`src/rtl/instr_fetch_if.sv`:
```
// Fetch-side buses: instruction-memory request/response channel and the
// instruction handshake toward decode.
interface instr_fetch_if;
  logic        imem_req_valid;
  logic [31:0] imem_req_addr;
  logic        imem_req_ready;
  logic        imem_rsp_valid;
  logic [31:0] imem_rsp_data;
  logic [31:0] instr;
  logic        instr_valid;
  logic        instr_ready;

  modport master (
    output imem_req_valid, imem_req_addr, instr, instr_valid,
    input  imem_req_ready, imem_rsp_valid, imem_rsp_data, instr_ready
  );

  modport slave (
    input  imem_req_valid, imem_req_addr, instr, instr_valid,
    output imem_req_ready, imem_rsp_valid, imem_rsp_data, instr_ready
  );
endinterface

```
`src/rtl/instr_fetch.sv`:
```
// Multi-cycle RV32I fetch stage: one memory read per PC, instruction held for
// decode, misaligned-target halt and a delivered-instruction counter.
module instr_fetch #(
  parameter logic [31:0] RESET_PC = 32'h0000_0000
) (
  input  logic                clk,
  input  logic                rst,
  input  logic [31:0]         pc_next,
  input  logic                pc_update,
  instr_fetch_if.master       bus,
  output logic [31:0]         pc,
  output logic                fetch_fault,
  output logic [31:0]         fetch_count
);

  localparam logic [2:0] S_RESET = 3'd0;
  localparam logic [2:0] S_REQ   = 3'd1;
  localparam logic [2:0] S_WAIT  = 3'd2;
  localparam logic [2:0] S_HOLD  = 3'd3;
  localparam logic [2:0] S_EXEC  = 3'd4;
  localparam logic [2:0] S_FAULT = 3'd5;

  logic [2:0] state;

  assign bus.imem_req_valid = (state == S_REQ);
  assign bus.imem_req_addr  = pc;
  assign bus.instr_valid    = (state == S_HOLD);

  always_ff @(posedge clk) begin
    if (rst) begin
      state       <= S_RESET;
      pc          <= RESET_PC;
      bus.instr   <= '0;
      fetch_fault <= 1'b0;
      fetch_count <= '0;
    end else begin
      case (state)
        S_RESET: state <= S_REQ;
        S_REQ: begin
          if (bus.imem_req_ready) state <= S_WAIT;
        end
        S_WAIT: begin
          if (bus.imem_rsp_valid) begin
            bus.instr <= bus.imem_rsp_data;
            state     <= S_HOLD;
          end
        end
        S_HOLD: begin
          if (bus.instr_ready) begin
            fetch_count <= fetch_count + 32'd1;
            state       <= S_EXEC;
          end
        end
        S_EXEC: begin
          if (pc_update) begin
            pc <= pc_next;
            // A misaligned target halts fetch without touching memory.
            if (pc_next[1:0] != 2'b00) begin
              fetch_fault <= 1'b1;
              state       <= S_FAULT;
            end else begin
              state <= S_REQ;
            end
          end
        end
        S_FAULT: state <= S_FAULT;
        default: state <= S_RESET;
      endcase
    end
  end

endmodule
```
`src/flat_wrapper.sv`:
```
// flat-port wrapper written by rule: the top's interface ports become plain ports
module instr_fetch_flat 
#(
  parameter logic [31:0] RESET_PC = 32'h0000_0000
)
  (clk, rst, pc_next, pc_update, pc, fetch_fault, fetch_count, bus_imem_req_valid, bus_imem_req_addr, bus_instr, bus_instr_valid, bus_imem_req_ready, bus_imem_rsp_valid, bus_imem_rsp_data, bus_instr_ready);
  instr_fetch_if bus_i ();
  input  logic clk;
  input  logic rst;
  input  logic [31:0] pc_next;
  input  logic pc_update;
  output logic [31:0] pc;
  output logic fetch_fault;
  output logic [31:0] fetch_count;
  output wire logic [$bits(bus_i.imem_req_valid)-1:0] bus_imem_req_valid;
  output wire logic [$bits(bus_i.imem_req_addr)-1:0] bus_imem_req_addr;
  output wire logic [$bits(bus_i.instr)-1:0] bus_instr;
  output wire logic [$bits(bus_i.instr_valid)-1:0] bus_instr_valid;
  input wire logic [$bits(bus_i.imem_req_ready)-1:0] bus_imem_req_ready;
  input wire logic [$bits(bus_i.imem_rsp_valid)-1:0] bus_imem_rsp_valid;
  input wire logic [$bits(bus_i.imem_rsp_data)-1:0] bus_imem_rsp_data;
  input wire logic [$bits(bus_i.instr_ready)-1:0] bus_instr_ready;
  assign bus_imem_req_valid = bus_i.imem_req_valid;
  assign bus_imem_req_addr = bus_i.imem_req_addr;
  assign bus_instr = bus_i.instr;
  assign bus_instr_valid = bus_i.instr_valid;
  assign bus_i.imem_req_ready = bus_imem_req_ready;
  assign bus_i.imem_rsp_valid = bus_imem_rsp_valid;
  assign bus_i.imem_rsp_data = bus_imem_rsp_data;
  assign bus_i.instr_ready = bus_instr_ready;
  instr_fetch #(.RESET_PC(RESET_PC)) u_core (.clk(clk), .rst(rst), .pc_next(pc_next), .pc_update(pc_update), .bus(bus_i), .pc(pc), .fetch_fault(fetch_fault), .fetch_count(fetch_count));
endmodule
```
`config.mk`:
```
export PLATFORM = sky130hd
export DESIGN_NAME = instr_fetch_flat
export DESIGN_NICKNAME = d
export VERILOG_FILES = /design/src/rtl/instr_fetch_if.sv /design/src/rtl/instr_fetch.sv /design/src/flat_wrapper.sv
export SDC_FILE = /design/constraint.sdc
export NUM_CORES = 1
export LEC_CHECK = 0
export CAP_MARGIN = 10
export CORE_MARGIN = 1.5
export CORE_UTILIZATION = 40
export DETAILED_ROUTE_END_ITERATION = 8
export PLACE_DENSITY = 0.82
export SETUP_SLACK_MARGIN = 0.3
export SYNTH_ARGS = -nofsm -noshare
export SYNTH_HDL_FRONTEND = slang
export SYNTH_SLANG_ARGS = --single-unit
```
`constraint.sdc`:
```
create_clock -name clk -period 3.95 [get_ports clk]
set_input_delay 0.5925 -clock clk [delete_from_list [all_inputs] [get_ports clk]]
set_output_delay 0.5925 -clock clk [all_outputs]
set_load 0.02 [all_outputs]
```
-- Word-level counts from Yosys, hierarchy flattened
Cells that the tools add are included.
- register bits: 100
- input port bits: 70
- output and inout bits: 131
- word-level logic and storage cells: 28
- $add $sub $neg: 1
- reductions and logical operators: 7
- mux-type cells: 6
- equal/unequal tests: 9
- operator list (kind ; count):
    $add A32 B1 Y32 const B ; 1
    $pmux W3 S6 ; 1
    $mux W3 ; 5
    $eq A3 B2 Y1 const B ; 2
    $eq A3 B3 Y1 const B ; 2
    $reduce_and A2 Y1 ; 3
    $ne A2 B1 Y1 const B ; 2
    $ne A2 B2 Y1 const B ; 2
    $reduce_and A4 Y1 ; 1
    $eq A3 B1 Y1 const B ; 1
    $logic_not A3 Y1 ; 1
    $reduce_and A3 Y1 ; 1
    $reduce_bool A2 Y1 ; 1

-- Longest topological paths before layout
- depth after elaboration: 4
- depth in mapped cells: 8
- gate-level depth less buffers: 4

-- Worst setup path before layout
No wires, ideal clock.
- path type: register to register
- from: reg u_core.fetch_count[10]
- to: reg u_core.fetch_count[29]
- setup slack: 1969 ps
- required time: 3880 ps
- period minus slack after synthesis: 1981 ps
- stages on the path, launching flop included: 6
- path buffers: 1
- setup time: 70 ps
- arrival: 1911 ps
- path through: dfxtp_1 > nand4_2 > or4_4 > buf_6 > or4_1 > a21oi_1
- longest elaborated chain between the ends: 1
- ends and longest elaborated chain (element ; RTL line ; text):
    from (decl) ; instr_fetch.sv:13 ; output logic [31:0] fetch_count
    from (signal assigned) ; instr_fetch.sv:50 ; fetch_count <= fetch_count + 32'd1;
    $add A32 B1 Y32 ; instr_fetch.sv:50 ;
Every way passes these cells.
A chain may end at the register's enable or synchronous reset.

-- Final worst setup path
- from: in bus_instr_ready
- to: reg u_core.fetch_count[25]
- longest elaborated chain between the ends: 1
- ends and longest elaborated chain (element ; RTL line ; text):
    from (decl) ; flat_wrapper.sv:22 ; input wire logic [$bits(bus_i.instr_ready)-1:0] bus_instr_ready;
    $reduce_and A2 Y1 (no line) ; - ;
Every way passes these cells.

==> metrics.csv <==
metric,value,unit
numPortBuffers,200,
synth_top_area_share,0.4812,
clk_path_buf_depth,2,
die_h,105.0,µm
insertion_delay,0.36,ns
cp-end-kind,flip-flop,
wl_per_cell,13.88,µm
drive_gt1_frac,0.04613,
status,"finished, final reports clean",
path_clk_slew,0.09,ns
syn_inst,518,
startpoint_type,input port,
crit_chain,clkdlybuf4s50_1 -> and4b_1 -> nand4_1 -> or4_1 -> a21oi_1,
placementRows,37,
max_stage_delay,0.73,ns
path_class,in2reg,
cts_resized,0,
fmax,346.1,MHz
insertedDiodeCount,0,
post-route-period-util,0.7315,
antenna_found_initial,0,
worstPathArrival,3.16,ns
path_buf_inv,1,
yosysWarnings,0,
rsz0062_at_grt,no,
synth_common_cells,"138 x nand2_1, 100 x dfxtp_1, 91 x a21oi_1",
fin_skew,0.01272,ns
synth_area_per_cell,8.031,µm²
synth_area,4160,µm²
dieWidth,105.0,µm
grtUsageTotal,0.2020,
cts_root_buf,clkbuf_8,
synth_most_common_cell,nand2_1,
post-route-util,0.6093,
ant_nets,0,
irDropWorstVdd,0.1852,mV
start_util,0.4085,
final_nets,738,
yosysTopAreaCell,dfxtp_1,
drtIter0Drc,211,
synth_fp_nets,589,
p_per_area,304.2,nW/µm²
cp.required,4.22,ns
min_period,2.889,ns
vias,4104,
hold_path_startpoint,u_core.bus.instr[14],
r2r_start,u_core.state[0],
grt_max_degree,101,
core_area,10180,µm²
worstSetupStartpoint,bus_instr_ready,
globalplace.congestion,0.8111,
tns,0,ns
clock-sinks,100,
cap_viol_max_count,0,
postCtsHoldBufs,0,
syn_to_final_growth,49.17,%
cts_tree,yes,
synth-seq-cells,100,
first_global_vias,3949,
fill_cells,891,
cts_buffers,9,
setup_viol,0,
hold_viol,0,
synth-edff-count,0,
synthFlopType,dfxtp_1,
leakage,2.003,nW
synth_cell_type_count,38,
hold_path.class,reg2reg,
io_pins,201,
dieArea,11020,µm²
cpLargestDelayFamily,simple AND/OR/NAND/NOR gates,
viasPerCell,5.079,
wl,11210,µm
dp_hpwl,8201,µm
crit_slowest_cell,nand4_1,
final-max-slew-violation-count,0,
htreeDepth,3,
post-cts-setup-buffers,0,
synthArstFlopShare,0,
grt_overflow,0,
worstMarginPinSlew,1.006,ns
firstDrtPassIters,6,
ys_seq_area_frac,0.4812,
drc,0,
grt_pass1_wl,18380,µm
cp_max_fo,23,
max-slew-margin-rel,0.3295,
synth_area_leaders,"dfxtp_1 48%, nand2_1 12%, a21oi_1 11%",
per-layer routing:
| layer | wire, µm | up-vias | global-route usage | share of wire |
|---|---|---|---|---|
| met5 | 0 | - | 0 | 0 |
| met4 | 333 | 0 | 0.09589 | 0.030 |
| met3 | 806 | 24 | 0.04242 | 0.072 |
| met2 | 5559 | 178 | 0.3520 | 0.50 |
| met1 | 4512 | 1871 | 0.2351 | 0.40 |
| li1 | - | 2031 | - | - |
worst paths after layout:
path,end,slack (ns),depth (start not counted)
worst max-delay path,u_core.fetch_count[25],1.06,5
worst min-delay path,u_core.bus.instr[14],0.46,2
worst max register to register,u_core.fetch_count[25],1.16,4
worst min register to register,u_core.bus.instr[14],0.46,2
worst reg2reg max path, cell delays in order, from the launching register on:
cell and delay, ns:
dfxtp_1 0.58, and4b_1 0.51, nand4_1 0.73, or4_1 0.73
a21oi_1 0.16
placed cells by master (no fill, tap or decap), types with 2 or more instances in the layout:
cell type,n
inv_6,4
or4_4,2
o21ai_0,13
nor2_1,12
or3_1,10
nand3_1,11
or4_1,13
nand4_1,10
clkbuf_8,11
and4_1,2
buf_4,3
inv_1,7
a21oi_1,91
or3_2,3
xor2_1,6
xnor2_1,2
and3_1,4
o31ai_1,11
clkdlybuf4s50_1,199
nand2_1,138
dfxtp_1,100
layout make-up:
class	count	area [µm²]	area share
repair buffers	203	2026	0.3264
flip-flops and latches	100	2002	0.3226
well taps	136	170.2	0.02742
clock buffers	11	151.4	0.02440
multi-input cells	346	1765	0.2845
clock inverters	5	65.06	0.01048
inverters	7	26.28	0.004234
flip-flops by register name (all words and copies together), names as in the netlist:
register / count
u_core.bus.imem_req_addr: 32
u_core.fetch_count: 32
u_core.fetch_fault: 1
u_core.bus.instr: 32
u_core.state: 3
kinds of logic after synthesis:
kind of cell | count (synthesis) | share of synthesized area
buf+inv | 72 | 0.09714
flops | 100 | 0.4812
simple gates | 218 | 0.2487
mux | 1 | 0.002406
fa+ha+maj | 1 | 0.003007
xor+xnor | 8 | 0.01684
compound gates | 118 | 0.1507
stage by stage:
| step | hold WS [ns] | area [µm²] | std cells | setup WS (ns) | total power, mW |
|---|---|---|---|---|---|
| after floorplan | 0.5222 | 4160 | 518 | 1.969 | 1.114 |
| after global routing | 0.4754 | 6206 | 808 | 0.8974 | 1.971 |
| after CTS | 0.4609 | 6195 | 807 | 1.114 | 1.919 |
| final | 0.4556 | 6206 | 808 | 1.061 | 1.888 |
| after detailed placement | 0.4474 | 5978 | 791 | 0.7083 | 1.218 |
| after global placement | 0.4413 | 5978 | 791 | 0.8188 | 1.214 |
power breakdown:
group | total [mW] | switching (mW) | internal, mW
combinational | 0.163 | 0.0686 | 0.0941
clock | 0.694 | 0.357 | 0.337
sequential | 1.03 | 0.0123 | 1.02
Power figures use the tool's default switching activity.
